===== src/rtl/ascii_fixed_point_parser_pkg.sv =====
// Shared configuration for the ASCII fixed-point parser: field widths, ASCII
// byte classes, FSM state encoding and the per-byte classification record.
// No ports; imported by the interface, the classifier and the parser top.
package ascii_fixed_point_parser_pkg;

  localparam int INT_W_DEFAULT       = 17;
  localparam int FRAC_W_DEFAULT      = 14;
  localparam int FRAC_DIGITS_DEFAULT = 4;
  localparam int NUM_W_DEFAULT       = 1 + INT_W_DEFAULT + FRAC_W_DEFAULT;

  // Largest fraction value the ALU format can carry (FRAC_DIGITS nines).
  localparam int FLOAT_NUMBER_MAX_FLOAT_PART = 9999;

  localparam logic [7:0] ASCII_0     = 8'h30;
  localparam logic [7:0] ASCII_9     = 8'h39;
  localparam logic [7:0] ASCII_PLUS  = 8'h2B;
  localparam logic [7:0] ASCII_MINUS = 8'h2D;
  localparam logic [7:0] ASCII_POINT = 8'h2E;
  localparam logic [7:0] ASCII_SPACE = 8'h20;
  localparam logic [7:0] ASCII_LF    = 8'h0A;
  localparam logic [7:0] ASCII_CR    = 8'h0D;
  localparam logic [7:0] ASCII_SEMI  = 8'h3B;

  typedef enum logic [2:0] {
    ST_IDLE,
    ST_INT,
    ST_FRAC,
    ST_SKIP,
    ST_PAD,
    ST_DONE
  } state_t;

  typedef struct packed {
    logic       is_digit;
    logic [3:0] digit;
    logic       is_sign;
    logic       is_neg;
    logic       is_point;
    logic       is_term;
  } char_class_t;

endpackage


===== src/rtl/ascii_fixed_point_parser_if.sv =====
// Byte-stream input and fixed-point result output of the parser, both valid/ready.
// slave: parser side (takes bytes, drives results); master: producer/consumer side.
// Signals: char_valid/char_data/char_ready, num_valid/num_data/num_error/num_ready.
interface ascii_fixed_point_parser_if
  import ascii_fixed_point_parser_pkg::*;
#(
  parameter int NUM_W = NUM_W_DEFAULT
);
  logic             char_valid;
  logic [7:0]       char_data;
  logic             char_ready;
  logic             num_valid;
  logic [NUM_W-1:0] num_data;
  logic             num_error;
  logic             num_ready;

  modport master (
    output char_valid, char_data, num_ready,
    input  char_ready, num_valid, num_data, num_error
  );

  modport slave (
    input  char_valid, char_data, num_ready,
    output char_ready, num_valid, num_data, num_error
  );
endinterface


===== src/rtl/ascii_fixed_point_parser_classify.sv =====
// Purpose: classifies one ASCII byte (digit / sign / point / terminator).
// Latency: purely combinational. Backpressure: none, no state.
// Ports: char_data in (8), cls out (char_class_t); illegal = no class bit set.
module ascii_char_classify
  import ascii_fixed_point_parser_pkg::*;
(
  input  logic [7:0]  char_data,
  output char_class_t cls
);
  always_comb begin
    cls          = '0;
    cls.is_digit = (char_data >= ASCII_0) && (char_data <= ASCII_9);
    cls.digit    = char_data[3:0];
    cls.is_neg   = (char_data == ASCII_MINUS);
    cls.is_sign  = (char_data == ASCII_PLUS) || cls.is_neg;
    cls.is_point = (char_data == ASCII_POINT);
    cls.is_term  = (char_data == ASCII_SPACE) || (char_data == ASCII_LF) ||
                   (char_data == ASCII_CR)    || (char_data == ASCII_SEMI);
  end
endmodule


===== src/rtl/ascii_fixed_point_parser.sv =====
// Purpose: parses ASCII decimal numbers into {sign, int, frac} sign-magnitude fixed point.
// Latency: result valid 1+(FRAC_DIGITS-fcnt) cycles after the terminator is accepted.
// Backpressure: char_ready low while padding or holding a result; result held until num_ready.
// Ports: clk, rst_n (async active-low), bus (slave: char stream in, num stream out).
module ascii_fixed_point_parser
  import ascii_fixed_point_parser_pkg::*;
#(
  parameter int INT_W       = INT_W_DEFAULT,
  parameter int FRAC_W      = FRAC_W_DEFAULT,
  parameter int FRAC_DIGITS = FRAC_DIGITS_DEFAULT
)(
  input  logic                  clk,
  input  logic                  rst_n,
  ascii_fixed_point_parser_if.slave bus
);
  localparam int NUM_W     = 1 + INT_W + FRAC_W;
  localparam int ACC_W     = INT_W + 4;
  localparam int FCNT_W    = $clog2(FRAC_DIGITS + 1);
  localparam logic [ACC_W-1:0]  INT_MAX  = ACC_W'((64'd1 << INT_W) - 64'd1);
  localparam logic [FCNT_W-1:0] FCNT_MAX = FCNT_W'(FRAC_DIGITS);

  state_t            state;
  logic [ACC_W-1:0]  int_acc;
  logic [FRAC_W-1:0] frac;
  logic [FCNT_W-1:0] fcnt;
  logic              neg;
  logic              has_digit;
  logic              ovf;
  logic [NUM_W-1:0]  num_data_q;
  logic              num_error_q;

  char_class_t       cls;
  logic              char_fire;
  logic [ACC_W-1:0]  int_next;
  logic [FRAC_W-1:0] frac_x10;
  logic [FRAC_W-1:0] frac_next;

  ascii_char_classify u_classify (
    .char_data (bus.char_data),
    .cls       (cls)
  );

  // Handshake outputs are decodes of the registered state, so they change only on edges.
  assign bus.char_ready = (state == ST_IDLE) || (state == ST_INT) ||
                          (state == ST_FRAC) || (state == ST_SKIP);
  assign bus.num_valid  = (state == ST_DONE);
  assign bus.num_data   = num_data_q;
  assign bus.num_error  = num_error_q;

  assign char_fire = bus.char_valid && bus.char_ready;

  // Multiply-by-10 as shift-and-add; the wide int accumulator leaves room to flag overflow.
  assign int_next  = (int_acc << 3) + (int_acc << 1) + ACC_W'(cls.digit);
  assign frac_x10  = (frac << 3) + (frac << 1);
  assign frac_next = frac_x10 + FRAC_W'(cls.digit);

  always_ff @(posedge clk or negedge rst_n) begin
    if (!rst_n) begin
      state       <= ST_IDLE;
      int_acc     <= '0;
      frac        <= '0;
      fcnt        <= '0;
      neg         <= 1'b0;
      has_digit   <= 1'b0;
      ovf         <= 1'b0;
      num_data_q  <= '0;
      num_error_q <= 1'b0;
    end else begin
      case (state)
        ST_IDLE: if (char_fire) begin
          if (cls.is_term) begin
            state <= ST_IDLE;
          end else if (cls.is_sign) begin
            neg   <= cls.is_neg;
            state <= ST_INT;
          end else if (cls.is_digit) begin
            int_acc   <= ACC_W'(cls.digit);
            has_digit <= 1'b1;
            state     <= ST_INT;
          end else if (cls.is_point) begin
            state <= ST_FRAC;
          end else begin
            state <= ST_SKIP;
          end
        end
        ST_INT: if (char_fire) begin
          if (cls.is_digit) begin
            has_digit <= 1'b1;
            // Once overflowed the accumulator is frozen; the result is an error anyway.
            if (!ovf) begin
              int_acc <= int_next;
              if (int_next > INT_MAX) ovf <= 1'b1;
            end
          end else if (cls.is_point) begin
            state <= ST_FRAC;
          end else if (cls.is_term) begin
            if (has_digit) begin
              state <= ST_PAD;
            end else begin
              state       <= ST_DONE;
              num_error_q <= 1'b1;
              num_data_q  <= '0;
            end
          end else begin
            state <= ST_SKIP;
          end
        end
        ST_FRAC: if (char_fire) begin
          if (cls.is_digit) begin
            has_digit <= 1'b1;
            // Digits beyond FRAC_DIGITS are dropped: truncation, no rounding.
            if (fcnt < FCNT_MAX) begin
              frac <= frac_next;
              fcnt <= fcnt + 1'b1;
            end
          end else if (cls.is_term) begin
            if (has_digit) begin
              state <= ST_PAD;
            end else begin
              state       <= ST_DONE;
              num_error_q <= 1'b1;
              num_data_q  <= '0;
            end
          end else begin
            state <= ST_SKIP;
          end
        end
        ST_SKIP: if (char_fire && cls.is_term) begin
          state       <= ST_DONE;
          num_error_q <= 1'b1;
          num_data_q  <= '0;
        end
        ST_PAD: begin
          // Scale the fraction up so it always represents FRAC_DIGITS decimal places.
          if (fcnt == FCNT_MAX) begin
            state <= ST_DONE;
            if (ovf) begin
              num_error_q <= 1'b1;
              num_data_q  <= '0;
            end else begin
              num_error_q <= 1'b0;
              // Negative zero is reported as +0.
              num_data_q  <= {neg && ((int_acc != '0) || (frac != '0)),
                              int_acc[INT_W-1:0], frac};
            end
          end else begin
            frac <= frac_x10;
            fcnt <= fcnt + 1'b1;
          end
        end
        ST_DONE: if (bus.num_ready) begin
          state       <= ST_IDLE;
          int_acc     <= '0;
          frac        <= '0;
          fcnt        <= '0;
          neg         <= 1'b0;
          has_digit   <= 1'b0;
          ovf         <= 1'b0;
          num_data_q  <= '0;
          num_error_q <= 1'b0;
        end
        default: state <= ST_IDLE;
      endcase
    end
  end
endmodule


===== src/flat_wrapper.sv =====
// flat-port wrapper written by rule: the top's interface ports become plain ports
module ascii_fixed_point_parser_flat import ascii_fixed_point_parser_pkg::*;
#(
  parameter int INT_W       = INT_W_DEFAULT,
  parameter int FRAC_W      = FRAC_W_DEFAULT,
  parameter int FRAC_DIGITS = FRAC_DIGITS_DEFAULT
)
  (clk, rst_n, bus_char_valid, bus_char_data, bus_num_ready, bus_char_ready, bus_num_valid, bus_num_data, bus_num_error);
  ascii_fixed_point_parser_if bus_i ();
  input  logic clk;
  input  logic rst_n;
  input wire logic [$bits(bus_i.char_valid)-1:0] bus_char_valid;
  input wire logic [$bits(bus_i.char_data)-1:0] bus_char_data;
  input wire logic [$bits(bus_i.num_ready)-1:0] bus_num_ready;
  output wire logic [$bits(bus_i.char_ready)-1:0] bus_char_ready;
  output wire logic [$bits(bus_i.num_valid)-1:0] bus_num_valid;
  output wire logic [$bits(bus_i.num_data)-1:0] bus_num_data;
  output wire logic [$bits(bus_i.num_error)-1:0] bus_num_error;
  assign bus_i.char_valid = bus_char_valid;
  assign bus_i.char_data = bus_char_data;
  assign bus_i.num_ready = bus_num_ready;
  assign bus_char_ready = bus_i.char_ready;
  assign bus_num_valid = bus_i.num_valid;
  assign bus_num_data = bus_i.num_data;
  assign bus_num_error = bus_i.num_error;
  ascii_fixed_point_parser #(.INT_W(INT_W), .FRAC_W(FRAC_W), .FRAC_DIGITS(FRAC_DIGITS)) u_core (.clk(clk), .rst_n(rst_n), .bus(bus_i));
endmodule

===== config.mk =====
export PLATFORM = sky130hd
export DESIGN_NAME = ascii_fixed_point_parser_flat
export DESIGN_NICKNAME = d
export VERILOG_FILES = /design/src/rtl/ascii_fixed_point_parser_pkg.sv /design/src/rtl/ascii_fixed_point_parser_if.sv /design/src/rtl/ascii_fixed_point_parser_classify.sv /design/src/rtl/ascii_fixed_point_parser.sv /design/src/flat_wrapper.sv
export SDC_FILE = /design/constraint.sdc
export NUM_CORES = 1
export LEC_CHECK = 0
export CAP_MARGIN = 20
export CORE_ASPECT_RATIO = 1.2
export CORE_MARGIN = 4
export CORE_UTILIZATION = 50
export CTS_CLUSTER_DIAMETER = 80
export DETAILED_ROUTE_END_ITERATION = 8
export PLACE_DENSITY = 0.73
export SYNTH_ARGS = -nofsm -noshare
export SYNTH_HDL_FRONTEND = slang
export SYNTH_SLANG_ARGS = --single-unit

===== constraint.sdc =====
create_clock -name clk -period 2.8 [get_ports clk]
set_clock_uncertainty 0.2 [all_clocks]
set_input_delay 0.28 -clock clk [delete_from_list [all_inputs] [get_ports clk]]
set_output_delay 0.28 -clock clk [all_outputs]
set_load 0.05 [all_outputs]

# == Yosys cells after proc, flatten, opt, wreduce, memory -nomap -nowiden ==
# Cells that the tools add are included.
# op_classes
addsub,5
eq_ne,32
order_cmp,4
mux,75
n_reduce_logical,29
# op_table
cell,count
2-to-1 mux 32 bit,11
2-to-1 mux 21 bit,8
case mux 32 bit (5 select lines),1
2-to-1 mux 14 bit,5
case mux 21 bit (3 select lines),1
2-to-1 mux 3 bit,17
case mux 14 bit (3 select lines),1
== test 8 x 6 -> 1 bit (second input constant),5
2-to-1 mux 1 bit,25
adder 21 bit,1
adder 21 x 4 -> 21 bit,1
greater-than comparator 21 x 17 -> 1 bit (second input constant),1
nonzero test 21 bit,1
inequality test 2 bit (second input constant),10
inequality test 2 x 1 -> 1 bit (second input constant),9
case mux 3 bit (6 select lines),1
AND reduction 9 bit,2
== test 8 x 4 -> 1 bit (second input constant),2
adder 14 bit,1
adder 14 x 4 -> 14 bit,1
nonzero test 14 bit,1
AND reduction 6 bit,2
== test 3 bit (second input constant),3
case mux 3 bit (3 select lines),1
other kinds (19),34
# totals
regBits,77
elab_cells,154
input_bits,12
output_inout_bits,35

# == Logic depth before layout (Yosys ltp) ==
# logic_depth
ltp_word,9
mapped_depth,10
ltp_nobuf,10

# == By module ==
# Synthesis repeated with hierarchy kept, for this count alone.
# hier_totals
hier_cells,630
area_unflattened_um2,5859.4
# modules_own_cells
mod,area_per_inst_um2,n_inst,cells_each,seq_area_each_um2
ascii_fixed_point_parser,5669.2,1,605,1926.8
ascii_char_classify,190.2,1,25,0.0

# == Least setup slack after synthesis ==
# No wires, ideal clock.
# synth_timing
kind,reg-to-reg
start,register u_core.frac[0]
end,register u_core.frac[12]
path_slack_ns,-0.271
arrival_time_ns,2.750
setup_time_ns,0.122
path_stages_with_launch,9
required_ns,2.478
period_less_slack_ns,3.071
path_buffers,0
path_cell_list,dfrtp_1 ha_1 fa_1 a211oi_2 nor2_1 nor4_1 nand4_1 or4_1 a32o_1
# synth_via
elab_chain_cells,6
elab_cells_between_ends,7
classes_between,add/sub (2); mux (5)
# synth_lines
item,line,rtl
start: declaration,ascii_fixed_point_parser.sv:24,logic [FRAC_W-1:0] frac;
start signal: assignment,ascii_fixed_point_parser.sv:113,frac <= frac_next;
start signal: assignment,ascii_fixed_point_parser.sv:147,frac <= frac_x10;
adder 14 bit (*),ascii_fixed_point_parser.sv:54,assign frac_x10 = (frac << 3) + (frac << 1);
adder 14 x 4 -> 14 bit,ascii_fixed_point_parser.sv:55,assign frac_next = frac_x10 + FRAC_W'(cls.digit);
2-to-1 mux 14 bit,ascii_fixed_point_parser.sv:112,if (fcnt < FCNT_MAX) begin
2-to-1 mux 14 bit,ascii_fixed_point_parser.sv:109,if (cls.is_digit) begin
2-to-1 mux 14 bit,ascii_fixed_point_parser.sv:108,ST_FRAC: if (char_fire) begin
case mux 14 bit (3 select lines) (*),ascii_fixed_point_parser.sv:69,case (state)
# Mark *: on every way between the ends. The rest lies on a longest branch, timed or not. The select of a mux whose other input is x is not followed.
# A chain may end at the register's enable or synchronous reset.

# == Final worst setup path ==
# layout_timing
start,register u_core.frac[2]
end,register u_core.frac[12]
# The elaborated chain is that of the path after synthesis.

==> results_dict.tcl <==
set metrics [dict create \
    layout-drive-gt1-share_pct 24.6 \
    portBuffers 46 \
    via_count 5885 \
    powerDensity_nw_per_um2 1050 \
    cp-start-kind "register" \
    worstSetupPathType "reg -> reg" \
    max_stage_delay_ps 440 \
    synth_ff_type "dfrtp_1" \
    finalSetupViolations 3 \
    final.setup.tns_ps -238 \
    clock-sinks 77 \
    fillers 868 \
    cts_buffer_depth 2 \
    regArea_um2 1930 \
    fmax_mhz 342 \
    place_ws_ps -724 \
    dp_hpwl_um 12700 \
    grt-busiest-layer "met2" \
    synthArstFlopShare_pct 100 \
    synth_nets 744 \
    outcome "complete, but fails checks" \
    ios 47 \
    path_buf_inv 2 \
    drt_iter0_markers 393 \
    tightestPinTransition_ps 759 \
    yosysSeqAreaShare_pct 32.5 \
    crit_chain "ha_4 > fa_2 > a211oi_4 > buf_4 > o21ai_2 > a22oi_2 > nand4_1 > buf_4 > o31ai_1 > a32o_1" \
    grt_pass1_vias 5740 \
    grt_max_degree 78 \
    vdd_drop_max_mv 0.508 \
    gp_congestion 0.918 \
    cts_root_buf "clkbuf_16" \
    hold_violations 0 \
    holdWs_ps 159 \
    postSynthCellCount 677 \
    crit_top_cell "buf_4" \
    critPathMaxFanout 3 \
    period_share_pct 104 \
    violations "setup timing" \
    clk_latency_ps 340 \
    track_usage_pct 25.7 \
    crit_cells 10 \
    synth_edf_count 0 \
    rsz0062_at_grt "true" \
    routed_wl_um 17900 \
    min_path_type "in -> async" \
    die-height_um 127 \
    final_max_slew_viol_count 0 \
    vias_per_cell 5.93 \
    core_area_um2 11600 \
    multiInputGateArea_um2 4040 \
    r2r_cells 10 \
    grt_pass1_wl_um 28400 \
    ant_nets 0 \
    antenna_found_initial 0 \
    grt_overflow 0 \
    dieArea_um2 13700 \
    setup_ws_ps -124 \
    cp_slowest_cell "dfrtp_2" \
    final_cell_mix "110 x buf_4, 90 x nand2_1, 74 x dfrtp_1" \
    grtUsageMet2_pct 44.6 \
    htree_levels 3 \
    start_util_pct 51.2 \
    firstDrtPassIters 5 \
    grt_util_met1_pct 32.5 \
    critPathRequiredTime_ps 2880 \
    drc_errors 0 \
    syn_avg_cell_area_um2 8.75 \
    layout_commonest_cell "buf_4" \
    critPathCaptureType "register" \
    yosysUniqueCellTypes 72 \
    wl_per_cell_um 18.0 \
    row_count 43 \
    power_w 0.00858 \
    cp.arrival_ps 3000 \
    cp_top_family "compound AO/OA/AOI/OAI gates" \
    ys_warn_count 0 \
    cts_buffers 9 \
    clk_pin_slew_worst_paths_ps 70 \
    use_met3_pct 4.14 \
    cts_tree "built" \
    die_w_um 107 \
    area_growth_pct 37.9 \
    nets 898 \
    syn_area_um2 5930 \
    slew_headroom_pct 49.3 \
    drv_cap 0 \
    period_minus_slack_ps 2920 \
    antennaDiodeCount 0 \
    p_leak_nw 3.72 \
    ys_seq_elements 77 \
]
==> final timing paths <==
path,startpoint,endpoint,slack [ps]
max in group asynchronous,rst_n,u_core.frac[2]$_DFFE_PN0P_,1640
min,rst_n,u_core.bus.num_data[23]$_DFFE_PN0P_,160
max,u_core.frac[2]$_DFFE_PN0P_,u_core.frac[12]$_DFFE_PN0P_,-120
max reg2reg,u_core.frac[2]$_DFFE_PN0P_,u_core.frac[12]$_DFFE_PN0P_,-120
min in group clk,u_core.bus.num_data[9]$_DFFE_PN0P_,u_core.bus.num_data[9]$_DFFE_PN0P_,320
min reg2reg,u_core.bus.num_data[9]$_DFFE_PN0P_,u_core.bus.num_data[9]$_DFFE_PN0P_,320
==> flip-flops by register name (all words and copies together) (netlist names) <==
signal                cells
u_core.int_acc           21
u_core.bus.num_data      32
u_core.state              3
u_core.ovf                1
u_core.frac              14
u_core.neg                1
u_core.bus.num_error      1
u_core.has_digit          1
u_core.fcnt               3
==> cells by family after synthesis <==
family	synth area share (%)
adders and majority gates	12.1
xor gates and xnor gates	3.10
and+or+nand+nor	19.1
buffers and inverters	5.21
DFF	32.5
muxes	5.97
AOI/OAI and AO/OA	22.0
==> stage by stage <==
stage | utilization [%] | cells | cell area, µm²
after floorplan | - | 677 | 5960
after global placement | 63.2 | 961 | 7310
after detailed placement | 63.2 | 961 | 7310
after CTS | 67.2 | 983 | 7770
after global routing | 70.6 | 993 | 8170
final | 70.6 | 993 | 8170
==> synth_stat cells, types with 4 or more instances <==
cell	n	area [µm²]
a21boi_0	4	30.0
dfrtp_1	77	1930
or3_1	4	25.0
a211oi_1	12	90.1
o211ai_1	7	52.6
or4_1	6	45.0
and3_1	6	37.5
nor2_1	31	116
o21a_1	6	45.0
xnor2_1	13	114
a2111oi_0	7	61.3
fa_1	4	80.1
nand3_1	15	75.1
inv_1	53	199
nor3_1	16	80.1
o31ai_1	14	105
nand2_1	91	342
a21oi_1	37	185
o21ai_0	45	225
xor2_1	8	70.1
a21o_1	13	97.6
nor4_1	16	100
nand2b_1	10	62.6
ha_1	51	638
clkbuf_1	13	48.8
mux2i_1	32	320
nor2b_1	4	25.0
buf_2	7	35.0
==> area by class of cell <==
class	count	area share, %
Multi-Input combinational cell	524	49.5
Sequential cell	77	23.6
Timing Repair Buffer	165	17.7
Clock buffer	9	2.76
Inverter	54	2.48
Tap cell	157	2.40
Clock inverter	7	1.49
==> routing by layer <==
metal	wire [µm]	share of wire, %	vias to the layer above
li1	-	-	2792
met1	7400	41	2858
met2	9230	52	185
met3	790	4.4	50
met4	488	2.7	0
met5	0	0	-
==> power breakdown <==
part	total [W]	internal, W	switching (W)
Combinational	0.00555	0.00262	0.00293
Sequential	0.00164	0.00134	0.000300
Clock	0.00138	0.000878	0.000504
==> repair_timing <==
action                     4_1_cts  5_1_grt
cloned                           0        2
pin swaps                       14       25
gates resized for setup         22       58
hold buffers                     1        0
setup endpoints to repair       17       53
hold endpoints to repair        77        0
setup buffers                    5        7
Power figures use the tool's default switching activity.
